--- config.mk ---
export PLATFORM = sky130hd
export DESIGN_NAME = lcd_line_scheduler_flat
export DESIGN_NICKNAME = d
export VERILOG_FILES = /design/src/rtl/lcd_line_scheduler_if.sv /design/src/rtl/lcd_line_scheduler.sv /design/src/flat_wrapper.sv
export SDC_FILE = /design/constraint.sdc
export NUM_CORES = 1
export LEC_CHECK = 0
export BUFFER_PORTS_ARGS = -buffer_cell sky130_fd_sc_hd__clkbuf_2
export CAP_MARGIN = 20
export CELL_PAD_IN_SITES_DETAIL_PLACEMENT = 0
export CELL_PAD_IN_SITES_GLOBAL_PLACEMENT = 2
export CORE_UTILIZATION = 33
export DETAILED_ROUTE_END_ITERATION = 7
export PLACE_DENSITY = 0.82
export SLEW_MARGIN = 10
export SYNTH_ARGS = -nofsm -noshare
export SYNTH_HDL_FRONTEND = slang
export SYNTH_SLANG_ARGS = --single-unit
--- constraint.sdc ---
create_clock -name clk -period 3.2 [get_ports clk]
set_input_delay 0.16 -clock clk [delete_from_list [all_inputs] [get_ports clk]]
set_output_delay 0.16 -clock clk [all_outputs]
set_load 0.01 [all_outputs]
--- src/rtl/lcd_line_scheduler_if.sv ---
// Requester-side bundle of the LCD line scheduler: line requests, grant,
// character fetch address/data and frame status.
interface lcd_line_scheduler_if #(
   parameter int LINES = 4,
   parameter int CHARS = 20
);
   localparam int LW = (LINES > 1) ? $clog2(LINES) : 1;
   localparam int CW = (CHARS > 1) ? $clog2(CHARS) : 1;

   logic [LINES-1:0] req;
   logic [LINES-1:0] grant;
   logic [LW-1:0]    char_line;
   logic [CW-1:0]    char_idx;
   logic [7:0]       char_data;
   logic             busy;
   logic             frame_done;

   modport master (
      input  req, char_data,
      output grant, char_line, char_idx, busy, frame_done
   );

   modport slave (
      output req, char_data,
      input  grant, char_line, char_idx, busy, frame_done
   );
endinterface

--- src/rtl/lcd_line_scheduler.sv ---
// Round-robin owner of the LCD character bus, one full line per grant.
// Define LCD_BUSY_POLL_EN to replace the fixed write hold with busy-flag reads.
module lcd_line_scheduler #(
   parameter int         LINES = 4,
   parameter int         CHARS = 20,
   parameter logic [6:0] LINE_STARTS [LINES] = '{7'h00, 7'h40, 7'h14, 7'h54},
   parameter int         E_SETUP = 2,
   parameter int         E_HIGH = 12,
   parameter int         WR_WAIT = 2500
) (
   input  logic                 clk,
   input  logic                 reset,
   input  logic                 initialized,
   lcd_line_scheduler_if.master bus,
   output logic                 lcd_rs,
   output logic                 lcd_rw,
   output logic                 lcd_e,
   output logic [7:0]           lcd_data_out,
`ifdef LCD_BUSY_POLL_EN
   input  logic [7:0]           lcd_data_in,
`endif
   output logic                 lcd_data_oe
);
   localparam int LW = (LINES > 1) ? $clog2(LINES) : 1;
   localparam int CW = (CHARS > 1) ? $clog2(CHARS) : 1;
   localparam int TMAX = (E_SETUP > E_HIGH) ?
      ((E_SETUP > WR_WAIT) ? E_SETUP : WR_WAIT) :
      ((E_HIGH > WR_WAIT) ? E_HIGH : WR_WAIT);
   localparam int TW = $clog2(TMAX + 1);

   localparam logic [TW-1:0] T_SETUP = TW'(E_SETUP - 1);
   localparam logic [TW-1:0] T_HIGH = TW'(E_HIGH - 1);
   localparam logic [CW-1:0] LAST_CHAR = CW'(CHARS - 1);

   localparam logic [2:0] S_IDLE = 3'd0;
   localparam logic [2:0] S_SETUP = 3'd1;
   localparam logic [2:0] S_PULSE = 3'd2;
   localparam logic [2:0] S_DONE = 3'd4;
`ifdef LCD_BUSY_POLL_EN
   localparam logic [2:0] S_RD_SETUP = 3'd5;
   localparam logic [2:0] S_RD_HIGH = 3'd6;
   localparam logic [2:0] S_RD_LOW = 3'd7;
`else
   localparam logic [2:0] S_HOLD = 3'd3;
   localparam logic [TW-1:0] T_WAIT = TW'(WR_WAIT - 1);
`endif

   logic [2:0]       state;
   logic [TW-1:0]    cnt;
   logic [LW-1:0]    ptr;
   logic [LINES-1:0] grant;
   logic [LW-1:0]    char_line;
   logic [CW-1:0]    char_idx;
   logic             busy;
   logic             frame_done;
   logic             data_phase;
   logic             adv;
   logic             last_write;

   logic [LW-1:0]    win;
   logic [LW-1:0]    ptr_nxt;
   logic             found;
   int               scan;

   assign bus.grant = grant;
   assign bus.char_line = char_line;
   assign bus.char_idx = char_idx;
   assign bus.busy = busy;
   assign bus.frame_done = frame_done;

   // First requester at or after the pointer, wrapping past LINES-1.
   always_comb begin
      win = ptr;
      found = 1'b0;
      scan = 0;
      for (int k = 0; k < LINES; k++) begin
         scan = int'(ptr) + k;
         if (scan >= LINES) scan = scan - LINES;
         if (!found && bus.req[LW'(scan)]) begin
            found = 1'b1;
            win = LW'(scan);
         end
      end
      ptr_nxt = (int'(win) == LINES - 1) ? '0 : win + 1'b1;
   end

   assign last_write = data_phase && (char_idx == LAST_CHAR);

`ifdef LCD_BUSY_POLL_EN
   logic rw_q;
   logic flag;
   assign lcd_rw = rw_q;
   assign adv = (state == S_RD_LOW) && (cnt == '0) && !flag;
`else
   assign lcd_rw = 1'b0;
   assign adv = (state == S_HOLD) && (cnt == '0);
`endif

   always_ff @(posedge clk) begin
      if (reset) begin
         state <= S_IDLE;
         cnt <= '0;
         ptr <= '0;
         grant <= '0;
         char_line <= '0;
         char_idx <= '0;
         busy <= 1'b0;
         frame_done <= 1'b0;
         data_phase <= 1'b0;
         lcd_rs <= 1'b0;
         lcd_e <= 1'b0;
         lcd_data_out <= '0;
         lcd_data_oe <= 1'b0;
`ifdef LCD_BUSY_POLL_EN
         rw_q <= 1'b0;
         flag <= 1'b0;
`endif
      end else if (state != S_IDLE && !initialized) begin
         // Initialiser went away: drop the bus now, no completion pulse.
         state <= S_IDLE;
         grant <= '0;
         busy <= 1'b0;
         lcd_e <= 1'b0;
         lcd_data_oe <= 1'b0;
         frame_done <= 1'b0;
`ifdef LCD_BUSY_POLL_EN
         rw_q <= 1'b0;
`endif
      end else begin
         frame_done <= 1'b0;
         case (state)
            S_IDLE: begin
               if (initialized && found) begin
                  grant <= LINES'(1) << win;
                  char_line <= win;
                  char_idx <= '0;
                  busy <= 1'b1;
                  ptr <= ptr_nxt;
                  data_phase <= 1'b0;
                  lcd_rs <= 1'b0;
                  lcd_data_out <= {1'b1, LINE_STARTS[win]};
                  lcd_data_oe <= 1'b1;
                  cnt <= T_SETUP;
                  state <= S_SETUP;
               end
            end
            S_SETUP: begin
               if (data_phase && cnt == T_SETUP)
                  lcd_data_out <= bus.char_data;
               if (cnt == '0) begin
                  lcd_e <= 1'b1;
                  cnt <= T_HIGH;
                  state <= S_PULSE;
               end else begin
                  cnt <= cnt - 1'b1;
               end
            end
            S_PULSE: begin
               if (cnt == '0) begin
                  lcd_e <= 1'b0;
`ifdef LCD_BUSY_POLL_EN
                  lcd_rs <= 1'b0;
                  rw_q <= 1'b1;
                  lcd_data_oe <= 1'b0;
                  cnt <= T_SETUP;
                  state <= S_RD_SETUP;
`else
                  cnt <= T_WAIT;
                  state <= S_HOLD;
`endif
               end else begin
                  cnt <= cnt - 1'b1;
               end
            end
`ifdef LCD_BUSY_POLL_EN
            S_RD_SETUP: begin
               if (cnt == '0) begin
                  lcd_e <= 1'b1;
                  cnt <= T_HIGH;
                  state <= S_RD_HIGH;
               end else begin
                  cnt <= cnt - 1'b1;
               end
            end
            S_RD_HIGH: begin
               if (cnt == '0) begin
                  flag <= lcd_data_in[7];
                  lcd_e <= 1'b0;
                  cnt <= T_SETUP;
                  state <= S_RD_LOW;
               end else begin
                  cnt <= cnt - 1'b1;
               end
            end
            S_RD_LOW: begin
               if (cnt == '0) begin
                  if (flag) begin
                     lcd_e <= 1'b1;
                     cnt <= T_HIGH;
                     state <= S_RD_HIGH;
                  end
               end else begin
                  cnt <= cnt - 1'b1;
               end
            end
`else
            S_HOLD: begin
               if (cnt != '0) cnt <= cnt - 1'b1;
            end
`endif
            S_DONE: begin
               frame_done <= 1'b1;
               grant <= '0;
               busy <= 1'b0;
               lcd_data_oe <= 1'b0;
`ifdef LCD_BUSY_POLL_EN
               rw_q <= 1'b0;
`endif
               state <= S_IDLE;
            end
            default: state <= S_IDLE;
         endcase

         // End of a write's wait: next character, or close the frame.
         if (adv) begin
            if (last_write) begin
               state <= S_DONE;
            end else begin
               state <= S_SETUP;
               cnt <= T_SETUP;
               data_phase <= 1'b1;
               lcd_rs <= 1'b1;
               char_idx <= data_phase ? char_idx + 1'b1 : '0;
`ifdef LCD_BUSY_POLL_EN
               rw_q <= 1'b0;
               lcd_data_oe <= 1'b1;
`endif
            end
         end
      end
   end
endmodule

--- src/flat_wrapper.sv ---
// flat-port wrapper written by rule: the top's interface ports become plain ports
module lcd_line_scheduler_flat 
#(
   parameter int         LINES = 4,
   parameter int         CHARS = 20,
   parameter logic [6:0] LINE_STARTS [LINES] = '{7'h00, 7'h40, 7'h14, 7'h54},
   parameter int         E_SETUP = 2,
   parameter int         E_HIGH = 12,
   parameter int         WR_WAIT = 2500
)
  (clk, reset, initialized, lcd_rs, lcd_rw, lcd_e, lcd_data_out, lcd_data_oe, bus_req, bus_char_data, bus_grant, bus_char_line, bus_char_idx, bus_busy, bus_frame_done);
  lcd_line_scheduler_if #(.LINES(LINES), .CHARS(CHARS)) bus_i ();
  input  logic clk;
  input  logic reset;
  input  logic initialized;
  output logic lcd_rs;
  output logic lcd_rw;
  output logic lcd_e;
  output logic [7:0] lcd_data_out;
  output logic lcd_data_oe;
  input wire logic [$bits(bus_i.req)-1:0] bus_req;
  input wire logic [$bits(bus_i.char_data)-1:0] bus_char_data;
  output wire logic [$bits(bus_i.grant)-1:0] bus_grant;
  output wire logic [$bits(bus_i.char_line)-1:0] bus_char_line;
  output wire logic [$bits(bus_i.char_idx)-1:0] bus_char_idx;
  output wire logic [$bits(bus_i.busy)-1:0] bus_busy;
  output wire logic [$bits(bus_i.frame_done)-1:0] bus_frame_done;
  assign bus_i.req = bus_req;
  assign bus_i.char_data = bus_char_data;
  assign bus_grant = bus_i.grant;
  assign bus_char_line = bus_i.char_line;
  assign bus_char_idx = bus_i.char_idx;
  assign bus_busy = bus_i.busy;
  assign bus_frame_done = bus_i.frame_done;
  lcd_line_scheduler #(.LINES(LINES), .CHARS(CHARS), .LINE_STARTS(LINE_STARTS), .E_SETUP(E_SETUP), .E_HIGH(E_HIGH), .WR_WAIT(WR_WAIT)) u_core (.clk(clk), .reset(reset), .initialized(initialized), .bus(bus_i), .lcd_rs(lcd_rs), .lcd_rw(lcd_rw), .lcd_e(lcd_e), .lcd_data_out(lcd_data_out), .lcd_data_oe(lcd_data_oe));
endmodule
==> results of run 1 <==
## worst max-delay path, delay by kind of cell, from the launching register on
kind,cells,cell delay (ps)
AND/OR/NAND/NOR,3,770
buffers and inverters,3,450
adder cells (fa/ha/maj),2,420
AO/OA/AOI/OAI,2,410
flip-flops,1,360
multiplexers,1,60
## layout by cell type (no fill, tap or decap), types with 2 or more instances in the layout
cell type | netlist | final
ha_1 | 9 | 9
nor4_1 | 5 | 5
inv_1 | 13 | 13
nand3_1 | 9 | 9
or2_2 | 5 | 5
dfxtp_1 | 41 | 41
nand3b_1 | 2 | 2
o21ai_0 | 13 | 13
a311oi_1 | 3 | 3
a22o_1 | 2 | 2
buf_4 | 3 | 3
a21o_1 | 5 | 5
nand2_1 | 26 | 26
a32oi_1 | 2 | 2
xor2_1 | 2 | 2
nand4_1 | 2 | 2
nor2b_1 | 2 | 2
o31ai_1 | 2 | 2
o22ai_1 | 4 | 4
or3_1 | 3 | 3
or3b_2 | 3 | 3
mux2i_1 | 6 | 6
and4_1 | 2 | 2
nor4_4 | 2 | 2
nor3_1 | 8 | 8
nand2b_1 | 3 | 3
a21oi_1 | 28 | 28
nor2_1 | 36 | 36
and3_1 | 5 | 5
nand4b_1 | 3 | 3
clkbuf_2 | 0 | 38
clkbuf_8 | 0 | 6
a211oi_1 | 3 | 3
## per-stage QoR
step	std cells	area, sq um	utilization, %	hold slack, ps
global placement	410	2577	37.94	423.7
finish	418	2698	39.71	114.8
global route	418	2698	39.71	115.4
CTS	418	2698	39.71	108.1
floorplan	288	2328	-	327.4
detailed placement	410	2577	37.94	431.6
## where the power goes
part / switching (mW) / internal, mW
Clock: 0.191 / 0.254
Sequential: 0.161 / 0.640
Combinational: 0.930 / 0.606
## logic make-up (layout without fill, tap and decap cells)
logic type / after synthesis / in the layout / synth area share (%)
xor+xnor: 3 / 3 / 1.129
flops: 41 / 41 / 35.25
fa+ha+maj: 9 / 9 / 4.836
mux: 7 / 7 / 3.063
buf+inv: 29 / 63 / 5.857
simple gates: 120 / 120 / 27.46
compound gates: 78 / 78 / 22.25
other cells: 1 / 1 / 0.1610
## flip-flops by register name (all words and copies together), names as in the netlist
signal                 cells
u_core.bus.grant           4
u_core.state               3
u_core.cnt                12
u_core.bus.frame_done      1
u_core.lcd_e               1
u_core.data_phase          1
u_core.bus.char_line       2
u_core.lcd_rs              1
u_core.bus.busy            1
u_core.lcd_data_out        8
u_core.bus.char_idx        5
u_core.ptr                 2
## layer usage
metal / share of wire (%) / wire length, microns / global-route usage [%]
met3: 3.8 / 216 / 3.754
met2: 45 / 2555 / 25.11
met1: 50 / 2891 / 23.13
met4: 1.1 / 63 / 4.545
met5: 0 / 0 / 0
## area by class of cell
cell class                 count  area, sq um  area share, %
sequential                    41        820.8          30.43
multi-input combinational    218         1371          50.84
inverter                      14        52.55          1.948
clock buffer                   6        82.58          3.061
clock inverter                 2        37.54          1.391
tap                           96        120.1          4.453
timing repair buffer          41        212.7          7.885
## synthesized netlist by cell type (6+ instances only)
master,n
dfxtp_1,41
nor2_1,36
a21oi_1,28
nand2_1,26
inv_1,13
o21ai_0,13
clkbuf_1,9
ha_1,9
nand3_1,9
nor3_1,8
mux2i_1,6
## worst max-delay path by stage
stage                        from       endpoint  slack (ps)  depth (start not counted)
floorplan           u_core.cnt[0]  u_core.cnt[0]         850                         11
global placement    u_core.cnt[0]  u_core.cnt[0]         730                         11
detailed placement  u_core.cnt[0]  u_core.cnt[0]         680                         11
CTS                 u_core.cnt[0]  u_core.cnt[0]         660                         11
global route        u_core.cnt[0]  u_core.cnt[0]         510                         11
finish              u_core.cnt[0]  u_core.cnt[0]         640                         11
==> flow_metrics.py, run 1 <==
metrics = {
    "synthesis": {
        "synth_edf_count": 0,
        "async_reset_ff_share_pct": 0,
        "yosys.area.top_type": "dfxtp_1",
        "synth_cell_types": 58,
        "syn-num-nets": 312,
        "syn_area_sq_um": 2328,
        "syn_inst": 288,
        "synth_area_leaders": "dfxtp_1, a21oi_1, nor2_1, ha_1, nand2_1",
        "synth.avg_cell_area_sq_um": 8.085,
        "ys_warn_count": 0,
        "yosysTopAreaCellShare_pct": 35.25,
        "ys_seq_elements": 41,
        "yosysSeqAreaShare_pct": 35.25,
        "synthFlopType": "dfxtp_1",
    },
    "layout": {
        "nFillCells": 711,
        "drive_above_1_share_pct": 20.50,
        "final_nets": 345,
        "syn_to_final_growth_pct": 15.85,
        "antennaDiodeCount": 0,
    },
    "global_routing": {
        "grt_max_degree": 26,
        "grt_antenna_before_repair": 0,
        "grt_pass1_vias": 1939,
        "grt_pass1_wl_microns": 9515,
        "gr-total-overflow": 0,
        "grt.total_usage_pct": 16.44,
    },
    "die": {
        "dieArea_sq_um": 7396,
        "start_util_pct": 34.27,
        "die_h_microns": 86,
        "ios": 40,
        "dieWidth_microns": 86,
        "num_rows": 30,
        "core_area_sq_um": 6794,
    },
    "setup_path": {
        "reg2reg_depth": 11,
        "slowest_stage": "or3b_2",
        "reg2reg_from": "u_core.cnt[0]",
        "critical_path_class": "reg2reg",
        "arrival_ps": 2770,
        "slowest_delay_ps": 550,
        "cp-start-kind": "flip-flop",
        "worstPathMaxFanout": 13,
        "r2r_slack_ps": 640,
        "crit_top_cell": "ha_1",
        "worstReg2RegEnd": "u_core.cnt[0]",
        "path_cells": "inv_1, ha_1, or3b_2, nor4_4, buf_4, inv_2, ha_1, mux2i_1, a21oi_1, nor3_1, a221oi_1",
        "worst-endpoint-required_ps": 3410,
        "worstSetupEndpointType": "flip-flop",
    },
    "hold_path": {
        "whs_path_depth": 3,
        "hp-start": "bus_char_data[4]",
        "worstHoldPathType": "in2reg",
        "hold_end": "u_core.lcd_data_out[4]",
    },
    "place": {
        "port_buffers": 38,
        "gp_congestion": 0.8200,
        "place_hpwl_microns": 4233,
        "pre_cts_ws_ps": 681.6,
    },
    "clock_tree": {
        "ctsResizeCount": 0,
        "cts_max_path_buffers": 2,
        "htree_levels": 2,
        "clk_latency_ps": 300,
        "holdBufCountCts": 0,
        "post_cts_buffers": 0,
        "tritoncts": "yes",
        "cts-root-buf": "clkbuf_8",
        "numCtsBuffers": 5,
        "clkSlewWorstSetupHoldPaths_ps": 80,
        "clock-sinks": 41,
    },
    "drt": {
        "via_per_inst": 5.199,
        "ant_nets": 0,
        "dr_total_vias": 2173,
        "dr.first_iter.drc_count": 113,
        "route.detailed.drc": 0,
        "wl_microns": 5726,
        "drt_first_pass_iters": 4,
        "wl_per_cell_microns": 13.70,
    },
    "power_and_ir_drop": {
        "p_leak_nw": 1.151,
        "peakVddDrop_mv": 0.3292,
        "power_density_nw_per_um2": 1031,
        "p_total_mw": 2.781,
    },
    "status": {
        "outcome": "finished, final reports clean",
    },
    "sta": {
        "relSlewSlack_pct": 43.24,
        "hold_viol_final": 0,
        "fin_worst_skew_ps": 3.350,
        "fin_setup_tns_ps": 0,
        "fin_ws_ps": 637.4,
        "rsz0062_at_grt": "false",
        "drv_slew": 0,
        "worstMarginPinSlew_ps": 851.4,
        "period_share_pct": 80.08,
        "setup_viol": 0,
        "fmax_mhz": 390.2,
        "period_needed_ps": 2563,
    },
    "job": {
        "drv_cap": 0,
    },
}
(Power assumes the default switching activity.)
==> run 2: changes to the inputs <==
CORE_UTILIZATION = 29   (was 33)
PLACE_DENSITY = 0.76   (was 0.82)
clock period = 2.1 ns   (was 3.2 ns; I/O delays follow)
==> run 2 against run 1 <==
Non-clock buffer count up 29. Setup slack worse by 600 ps. Final cell count up 8.1%. Critical path type unchanged. Largest power group unchanged. Highest routed layer unchanged.
==> flow_metrics.py, run 2 (synthesis results as in run 1) <==
metrics = {
    "layout": {
        "final_area_sq_um": 2905,
        "nFillCells": 809,
        "largest_reg_flops": 12,
        "top_register": "u_core.cnt",
        "syn_to_final_growth_pct": 24.77,
        "final_cell_mix": "dfxtp_1, clkbuf_2, nor2_1",
        "seq_area_sq_um": 822.0,
        "multi_input_area_sq_um": 1383,
        "layout_commonest_cell": "dfxtp_1",
        "final_nets": 374,
        "reg_top3": "u_core.cnt x12, u_core.lcd_data_out x8, u_core.bus.char_idx x5",
        "antennaDiodeCount": 0,
        "drive_above_1_share_pct": 28.29,
    },
    "power_and_ir_drop": {
        "peakVddDrop_mv": 0.6089,
        "pwr-share-seq_pct": 24.2,
        "p_switching_mw": 2.088,
        "p_leak_nw": 1.280,
        "power_density_nw_per_um2": 1587,
        "clkPwrFrac_pct": 11.8,
        "switching_share_pct": 45.30,
        "p_comb_share_pct": 64.0,
        "power.internal_mw": 2.521,
    },
    "place": {
        "port_buffers": 38,
        "place_area_sq_um": 2806,
        "place_hpwl_microns": 4708,
        "gp_congestion": 0.8393,
    },
    "clock_tree": {
        "htree_levels": 2,
        "clock-sinks": 41,
        "cts-root-buf": "clkbuf_8",
        "tritoncts": "yes",
        "clkSlewWorstSetupHoldPaths_ps": 80,
        "cts_max_path_buffers": 2,
        "holdBufCountCts": 0,
        "numCtsBuffers": 5,
        "clk_latency_ps": 290,
        "post_cts_buffers": 0,
    },
    "drt": {
        "wl_per_cell_microns": 14.21,
        "route.detailed.drc": 0,
        "dr.first_iter.drc_count": 95,
        "via_per_inst": 5.073,
        "drt_first_pass_iters": 5,
        "ant_nets": 0,
        "dr_total_vias": 2293,
        "wl_microns": 6423,
    },
    "die": {
        "core_area_sq_um": 7727,
        "start_util_pct": 30.13,
        "dieWidth_microns": 91.61,
        "dieArea_sq_um": 8391,
        "die_h_microns": 91.61,
        "num_rows": 32,
        "ios": 40,
    },
    "setup_path": {
        "worstSetupEndpointType": "flip-flop",
        "cp-start-kind": "flip-flop",
        "reg2reg_depth": 8,
        "critical_path_class": "reg2reg",
        "reg2reg_from": "u_core.cnt[1]",
        "worstPathMaxFanout": 4,
        "worstReg2RegEnd": "u_core.cnt[10]",
        "worst-endpoint-required_ps": 2290,
        "arrival_ps": 2260,
        "crit_path_start": "u_core.cnt[1]",
        "endpoint": "u_core.cnt[10]",
        "r2r_slack_ps": 40,
    },
    "hold_path": {
        "hp-start": "bus_char_data[2]",
        "worstHoldPathType": "in2reg",
        "whs_path_depth": 3,
    },
    "sta": {
        "fin_worst_skew_ps": 5.093,
        "period_needed_ps": 2063,
        "drv_slew": 0,
        "period_share_pct": 98.26,
        "rsz0062_at_grt": "true",
        "fmax_mhz": 484.6,
        "relSlewSlack_pct": 67.53,
        "holdWs_ps": 62.83,
        "worstMarginPinSlew_ps": 480.7,
        "hold_viol_final": 0,
        "setup_viol": 0,
    },
    "job": {
        "drv_cap": 0,
    },
    "global_routing": {
        "grt_pass1_wl_microns": 10600,
        "grt_pass1_vias": 2198,
        "grt.total_usage_pct": 15.61,
        "gr-total-overflow": 0,
        "grt_max_degree": 17,
        "grt_antenna_before_repair": 0,
    },
    "status": {
        "outcome": "finished, final reports clean",
    },
}
[run 2: cell count changes in the layout (fill, tap and decap cells not counted), moves of 2 or more]
cell and delta:
inv_1 -2, o21ai_1 +2, inv_2 +2, o21ai_0 -2
buf_4 +29
[run 2: critical path, cell delays in order (launching register included)]
cell	delay, ps
dfxtp_1	330
inv_2	50
buf_4	110
ha_1	150
or3b_2	510
nor4_1	260
o21ai_1	100
mux2_2	270
a22o_1	190
[run 2: layout make-up]
| type | instances | share of cell area [%] |
|---|---|---|
| timing repair buffer | 70 | 14.81 |
| clock inverter | 1 | 0.2584 |
| multi-input combinational | 218 | 47.59 |
| sequential | 41 | 28.29 |
| tap | 102 | 4.393 |
| inverter | 14 | 1.809 |
| clock buffer | 6 | 2.842 |
[run 2: worst min path at each step]
stage	end	slack, ps
finish	u_core.lcd_data_out[2]	60
CTS	u_core.lcd_data_out[2]	50
detailed placement	u_core.lcd_data_out[2]	380
floorplan	u_core.lcd_data_out[4]	270
global route	u_core.lcd_data_out[2]	70
global placement	u_core.lcd_data_out[4]	370
[run 2: metal layers]
metal / up-vias / GRT usage, % / part of all wire (%)
li1: 1158 / - / -
met1: 1073 / 20.81 / 48
met2: 56 / 25.75 / 46
met3: 6 / 2.764 / 4.4
met4: 0 / 4.233 / 1.0
met5: - / 0 / 0
[run 2: stage by stage]
stage	total power [mW]	setup TNS (ps)	setup slack (ps)	utilization (%)	instances
final	4.610	0	36.60	37.60	452
after global routing	4.957	-429.2	-106.8	37.60	452
after CTS	4.607	0	21.73	37.48	452
after detailed placement	4.050	-19.06	-19.06	36.32	445
after global placement	4.061	0	24.64	36.32	445
after floorplan	3.101	-223.9	-223.9	-	288
[run 2: power groups by stage]
| stage | clock, mW | combinational, mW | sequential (mW) |
|---|---|---|---|
| 2_1_floorplan | 0 | 1.94 | 1.16 |
| 3_3_place_gp | 0 | 2.93 | 1.13 |
| 3_5_place_dp | 0 | 2.92 | 1.13 |
| 4_1_cts | 0.563 | 2.93 | 1.12 |
| 5_1_grt | 0.587 | 3.23 | 1.15 |
| 6_report | 0.542 | 2.95 | 1.12 |
[run 2: what timing repair did]
action / CTS / global route
endpoints found under the setup margin: 2 / 9
pin swaps: 1 / 0
gates resized for setup: 0 / 5
